[src/rtl/alu_pkg.sv]
`default_nettype none
// ============================================================================
// Module   : alu_pkg
// Purpose  : FunSel codes, flag bit indices and shifter op encoding shared
//            by the ALU stage and its shifter.
// Revision : 1.0 - initial release
// ============================================================================
package alu_pkg;

    localparam logic [4:0] FS_PASS_A = 5'b00000;
    localparam logic [4:0] FS_PASS_B = 5'b00001;
    localparam logic [4:0] FS_NOT_A  = 5'b00010;
    localparam logic [4:0] FS_NOT_B  = 5'b00011;
    localparam logic [4:0] FS_ADD    = 5'b00100;
    localparam logic [4:0] FS_ADC    = 5'b00101;
    localparam logic [4:0] FS_SUB    = 5'b00110;
    localparam logic [4:0] FS_AND    = 5'b00111;
    localparam logic [4:0] FS_OR     = 5'b01000;
    localparam logic [4:0] FS_XOR    = 5'b01001;
    localparam logic [4:0] FS_NAND   = 5'b01010;
    localparam logic [4:0] FS_LSL    = 5'b01011;
    localparam logic [4:0] FS_LSR    = 5'b01100;
    localparam logic [4:0] FS_ASR    = 5'b01101;
    localparam logic [4:0] FS_CSL    = 5'b01110;
    localparam logic [4:0] FS_CSR    = 5'b01111;

    localparam int FLAG_Z = 3;
    localparam int FLAG_C = 2;
    localparam int FLAG_N = 1;
    localparam int FLAG_O = 0;

    typedef enum logic [2:0] {
        SHIFT_LSL = 3'd0,
        SHIFT_LSR = 3'd1,
        SHIFT_ASR = 3'd2,
        SHIFT_CSL = 3'd3,
        SHIFT_CSR = 3'd4
    } shift_op_t;

endpackage
`default_nettype wire

[src/rtl/alu_shifter.sv]
`default_nettype none
// ============================================================================
// Module   : alu_shifter
// Purpose  : One-bit shift/rotate of operand A; rotates go through the
//            stored carry, and the bit pushed out is reported for the C flag.
// Revision : 1.0 - initial release
// ============================================================================
module alu_shifter
    import alu_pkg::*;
#(
    parameter int WIDTH = 16
) (
    input  logic [WIDTH-1:0] i_a,
    input  logic             i_cf,
    input  shift_op_t        i_op,
    output logic [WIDTH-1:0] o_result,
    output logic             o_shift_out
);

    always_comb begin
        o_result    = i_a;
        o_shift_out = i_a[0];
        case (i_op)
            SHIFT_LSL: begin
                o_result    = {i_a[WIDTH-2:0], 1'b0};
                o_shift_out = i_a[WIDTH-1];
            end
            SHIFT_LSR: begin
                o_result    = {1'b0, i_a[WIDTH-1:1]};
                o_shift_out = i_a[0];
            end
            SHIFT_ASR: begin
                o_result    = {i_a[WIDTH-1], i_a[WIDTH-1:1]};
                o_shift_out = i_a[0];
            end
            SHIFT_CSL: begin
                o_result    = {i_a[WIDTH-2:0], i_cf};
                o_shift_out = i_a[WIDTH-1];
            end
            SHIFT_CSR: begin
                o_result    = {i_cf, i_a[WIDTH-1:1]};
                o_shift_out = i_a[0];
            end
            default: begin
                o_result    = i_a;
                o_shift_out = i_a[0];
            end
        endcase
    end

endmodule
`default_nettype wire

[src/rtl/alu_flag_unit.sv]
`default_nettype none
// ============================================================================
// Module   : alu_flag_unit
// Purpose  : 16-bit ALU with combinational result and a {Z,C,N,O} flag
//            register. Define ALU_ROTATE_EN to enable CSL/CSR (01110/01111);
//            otherwise those codes act as reserved.
// Revision : 1.0 - initial release
// ============================================================================
module alu_flag_unit
    import alu_pkg::*;
#(
    parameter int WIDTH = 16
) (
    input  logic             Clock,
    input  logic             Reset,
    input  logic [WIDTH-1:0] A,
    input  logic [WIDTH-1:0] B,
    input  logic [4:0]       FunSel,
    input  logic             WF,
    output logic [WIDTH-1:0] ALUOut,
    output logic [3:0]       FlagsOut
);

    logic [3:0]       r_flags;
    logic             w_cf;
    logic [WIDTH-1:0] w_add_b;
    logic             w_add_cin;
    logic [WIDTH:0]   w_sum;
    shift_op_t        w_shift_op;
    logic [WIDTH-1:0] w_shift_res;
    logic             w_shift_out;
    logic [WIDTH-1:0] w_result;
    logic             w_valid;
    logic             w_upd_n;
    logic             w_upd_c;
    logic             w_upd_o;
    logic             w_c_new;
    logic             w_o_new;
    logic [3:0]       w_flags_next;

    assign w_cf = r_flags[FLAG_C];

    // One adder serves ADD, ADC and SUB (A + ~B + 1).
    always_comb begin
        w_add_b   = B;
        w_add_cin = 1'b0;
        if (FunSel == FS_SUB) begin
            w_add_b   = ~B;
            w_add_cin = 1'b1;
        end else if (FunSel == FS_ADC) begin
            w_add_cin = w_cf;
        end
    end

    assign w_sum = {1'b0, A} + {1'b0, w_add_b} + {{WIDTH{1'b0}}, w_add_cin};

    always_comb begin
        case (FunSel)
            FS_LSR:  w_shift_op = SHIFT_LSR;
            FS_ASR:  w_shift_op = SHIFT_ASR;
`ifdef ALU_ROTATE_EN
            FS_CSL:  w_shift_op = SHIFT_CSL;
            FS_CSR:  w_shift_op = SHIFT_CSR;
`endif
            default: w_shift_op = SHIFT_LSL;
        endcase
    end

    alu_shifter #(
        .WIDTH (WIDTH)
    ) u_shifter (
        .i_a         (A),
        .i_cf        (w_cf),
        .i_op        (w_shift_op),
        .o_result    (w_shift_res),
        .o_shift_out (w_shift_out)
    );

    always_comb begin
        w_result = A;
        w_valid  = 1'b1;
        w_upd_n  = 1'b1;
        w_upd_c  = 1'b0;
        w_upd_o  = 1'b0;
        w_c_new  = w_cf;
        w_o_new  = r_flags[FLAG_O];
        case (FunSel)
            FS_PASS_A: w_result = A;
            FS_PASS_B: w_result = B;
            FS_NOT_A:  w_result = ~A;
            FS_NOT_B:  w_result = ~B;
            FS_ADD, FS_ADC: begin
                w_result = w_sum[WIDTH-1:0];
                w_upd_c  = 1'b1;
                w_c_new  = w_sum[WIDTH];
                w_upd_o  = 1'b1;
                w_o_new  = (A[WIDTH-1] == B[WIDTH-1]) &&
                           (w_sum[WIDTH-1] != A[WIDTH-1]);
            end
            FS_SUB: begin
                w_result = w_sum[WIDTH-1:0];
                w_upd_c  = 1'b1;
                w_c_new  = w_sum[WIDTH];
                w_upd_o  = 1'b1;
                w_o_new  = (A[WIDTH-1] != B[WIDTH-1]) &&
                           (w_sum[WIDTH-1] != A[WIDTH-1]);
            end
            FS_AND:    w_result = A & B;
            FS_OR:     w_result = A | B;
            FS_XOR:    w_result = A ^ B;
            FS_NAND:   w_result = ~(A & B);
            FS_LSL, FS_LSR: begin
                w_result = w_shift_res;
                w_upd_c  = 1'b1;
                w_c_new  = w_shift_out;
            end
            FS_ASR: begin
                w_result = w_shift_res;
                w_upd_c  = 1'b1;
                w_c_new  = w_shift_out;
                w_upd_n  = 1'b0;
            end
`ifdef ALU_ROTATE_EN
            FS_CSL, FS_CSR: begin
                w_result = w_shift_res;
                w_upd_c  = 1'b1;
                w_c_new  = w_shift_out;
            end
`endif
            default: begin
                w_result = A;
                w_valid  = 1'b0;
            end
        endcase
    end

    always_comb begin
        w_flags_next         = r_flags;
        w_flags_next[FLAG_Z] = (w_result == '0);
        if (w_upd_n) w_flags_next[FLAG_N] = w_result[WIDTH-1];
        if (w_upd_c) w_flags_next[FLAG_C] = w_c_new;
        if (w_upd_o) w_flags_next[FLAG_O] = w_o_new;
    end

    // Reserved codes never write flags, even with WF asserted.
    always_ff @(posedge Clock or negedge Reset) begin
        if (!Reset) begin
            r_flags <= 4'b0000;
        end else if (WF && w_valid) begin
            r_flags <= w_flags_next;
        end
    end

    assign ALUOut   = w_result;
    assign FlagsOut = r_flags;

endmodule
`default_nettype wire

[config.mk]
export PLATFORM = sky130hd
export DESIGN_NAME = alu_flag_unit
export DESIGN_NICKNAME = d
export VERILOG_FILES = /design/src/rtl/alu_pkg.sv /design/src/rtl/alu_shifter.sv /design/src/rtl/alu_flag_unit.sv
export SDC_FILE = /design/constraint.sdc
export NUM_CORES = 1
export LEC_CHECK = 0
export ABC_AREA = 1
export ABC_CLOCK_PERIOD_IN_PS = 6020
export CELL_PAD_IN_SITES_DETAIL_PLACEMENT = 0
export CELL_PAD_IN_SITES_GLOBAL_PLACEMENT = 2
export CORE_UTILIZATION = 28
export DETAILED_ROUTE_END_ITERATION = 7
export PLACE_DENSITY_LB_ADDON = 0.1
export SYNTH_ARGS = -nofsm -noshare
export SYNTH_HDL_FRONTEND = slang
export SYNTH_SLANG_ARGS = --single-unit
[constraint.sdc]
create_clock -name Clock -period 6.02 [get_ports Clock]
set_clock_uncertainty 0.1 [all_clocks]
set_input_delay 1.505 -clock Clock [delete_from_list [all_inputs] [get_ports Clock]]
set_output_delay 1.505 -clock Clock [all_outputs]
set_load 0.005 [all_outputs]
==> impl_metrics.ini, run 1 <==
[outcome]
status = completed

[clock_network]
root_buffer = clkbuf_16
htree_levels = 1
clk_latency_ns = 0.23
clkSlewWorstSetupHoldPaths_ns = 0.03
cts_hold_buf = 0
cts_made_buffers = 3
clockBufferDepth = 2
tritoncts = built
clock_sinks = 4

[setup_path]
r2r-start = FlagsOut[2]
crit_type = in -> out
r2r_cells = 22
start_kind = primary input
slowest_delay_ns = 0.48
reg2reg_to = FlagsOut[3]
cp.depth = 21
arrival_ns = 4.32
path_cells = dlygate4sd2_1 > nor2_2 > nand2_2 > inv_2 > nand2_4 > buf_6 > buf_4 > xor2_1 > ha_1 > nand2_1 > inv_1 > nand2_1 > nand2_1 > a21oi_2 > nand2_1 > nand2_1 > nand3_2 > nand2_1 > nand2_1 > inv_1 > clkdlybuf4s50_1
crit_top_cell = nand2_1
crit_buf_inv = 7
critPathSlowestCell = clkdlybuf4s50_1
required_ns = 4.41
crit_family = buffers and inverters
rrSetupSlack_ns = 2.84
path_max_fanout = 7
critPathCaptureType = primary output

[sta]
final_max_slew_viol_count = 0
relSlewSlack_pct = 70.70
setup_viol = 0
period_share_pct = 98.38
fin_crit_ns = 5.923
hold_violations = 0
rsz0062_at_grt = true
tightest_slew_ns = 0.4383
tns_ns = 0
max_freq_ghz = 0.1688

[worst_hold_path]
min_from = FlagsOut[3]
min_to = FlagsOut[3]
hp-class = reg -> reg
hold_depth = 2

[floorplan]
die_area_um2 = 14820
start_util_pct = 28.81
ios = 60
die_w_um = 121.8
rows = 43
die_h_um = 121.8
core_area_um2 = 13930

[yosys]
synth_top_cell_by_area = nand2_1
synth_top_area_share_pct = 26.64
yosysSeqAreaShare_pct = 2.493
async_flop_share_pct = 100.0
syn_inst = 781
ys_warn_count = 0
synth_most_common_cell = nand2_1
synth_enable_flop_cells = 0
avgSynthCellArea_um2 = 5.141
synth.distinct_cells = 37
synthTopCellsByArea = nand2_1 (27%), ha_1 (16%), inv_1 (13%)
netlist_area_um2 = 4015
ys.flop_type = dfrtp_1
syn_nets = 874
synthTopCellsByCount = nand2_1 (285), inv_1 (136), nor2_1 (93), nand3_1 (68), ha_1 (51)
ys_ff_latch = 4

[power_and_ir_drop]
power.density_nw_per_um2 = 104.0
ir_drop_v = 0.00006548
leakagePower_nw = 3.306
p_total_uw = 607.9

[final_layout]
nets = 1037
syn2layout_area_growth_pct = 45.53
nFillCells = 1555
largest_reg_flops = 4
drive_above_1_share_pct = 20.28
diodes = 0
register_area_um2 = 100.1
multi_input_area_um2 = 3435

[drt]
drc = 0
routed-via-count = 5280
wl_per_cell_um = 15.36
dr.pass1.iters = 5
ant_nets = 0
routed_wl_um = 17240
drt_iter0_drc = 242
vias_per_cell = 4.706

[global_route]
grt_pass1_vias = 5014
track_usage_pct = 23.51
grt_pass1_wl_um = 26630
grt-ovfl-total = 0
grt_max_degree = 18
antenna_found_initial = 0

[run]
maxCapViolCount = 0

[placed_design]
routabilityCongestion = 0.8666
hpwl_um = 14050
port_buffers = 59
## cells by family (layout without fill, tap and decap cells)
kind of cell    Yosys count  count (layout)  share of synthesized area (%)
simple gates            495             495                          53.82
buf+inv                 156             317                          15.43
compound gates           55              55                          7.448
fa+ha+maj                53              53                          16.89
xor+xnor                 18              18                          3.926
flops                     4               4                          2.493
## cell type report
cell class	instances	area share, %
flip-flops and latches	4	1.713
clock buffers	3	1.285
repair buffers	174	25.29
inverters	140	9.079
multi-input cells	621	58.78
well taps	180	3.854
## power breakdown
part	internal, mW	switching (mW)	total [mW]
combinational	0.218	0.247	0.465
sequential	0.0330	0.00584	0.0389
clock	0.0849	0.0190	0.104
## stage by stage
stage	area, um2	cells	worst slack [ns]	hold slack (ns)	util [%]
global route	5843	1122	-0.1186	0.4511	41.93
detailed placement	5578	1114	-0.3168	0.3954	40.03
finish	5843	1122	0.09745	0.4226	41.93
floorplan	4015	781	0.4773	0.3730	-
CTS	5719	1118	0.04561	0.4189	41.04
global placement	5578	1114	-0.2526	0.3727	40.03
## layout by cell type, fill, tap and decap left out, types with 3 or more instances in the layout
cell,count
nand2_1,267
inv_1,132
buf_4,112
nor2_1,88
nand3_1,61
ha_1,51
clkdlybuf4s50_1,50
nand2_2,23
o21ai_0,23
xor2_1,16
a21oi_1,15
nand4_1,15
nand3_2,10
nor2_2,9
inv_2,6
nor2_4,5
a21oi_2,5
dlygate4sd2_1,5
dfrtp_1,4
nand3b_1,4
o22ai_1,4
dlymetal6s2s_1,4
o211ai_1,3
clkbuf_16,3
## repair_timing
action,4_1_cts,5_1_grt
setup endpoints to repair,16,14
setup buffers,1,4
pin swaps,10,10
gates resized for setup,24,33
## tightest hold or removal path: stages (launching register included)
cell,delay [ns]
dfrtp_1,0.34
nand2_1,0.07
nand2_1,0.07
## metal layers
metal	wire length [um]	up-vias	global-route usage (%)
met1	8198	2410	31.06
li1	-	2743	-
met5	0	-	0
met3	492	23	0.7959
met4	352	0	5.787
met2	8193	104	41.70
## worst max path at each step
stage	from	to	slack (ns)
3_3_place_gp	FunSel[0]	ALUOut[14]	-0.25
4_1_cts	FunSel[3]	ALUOut[14]	0.05
5_1_grt	FunSel[4]	ALUOut[10]	-0.12
3_5_place_dp	FunSel[0]	ALUOut[14]	-0.32
6_report	FunSel[4]	ALUOut[13]	0.1
2_1_floorplan	FunSel[2]	ALUOut[14]	0.48
No activity file was read; power rests on OpenSTA's default activity.
==> run 2: changes to the inputs <==
Settings changed: CAP_MARGIN from default to 20.
==> results of run 2 <==
The final DEF is identical to that of run 1; final timing and power are the same.
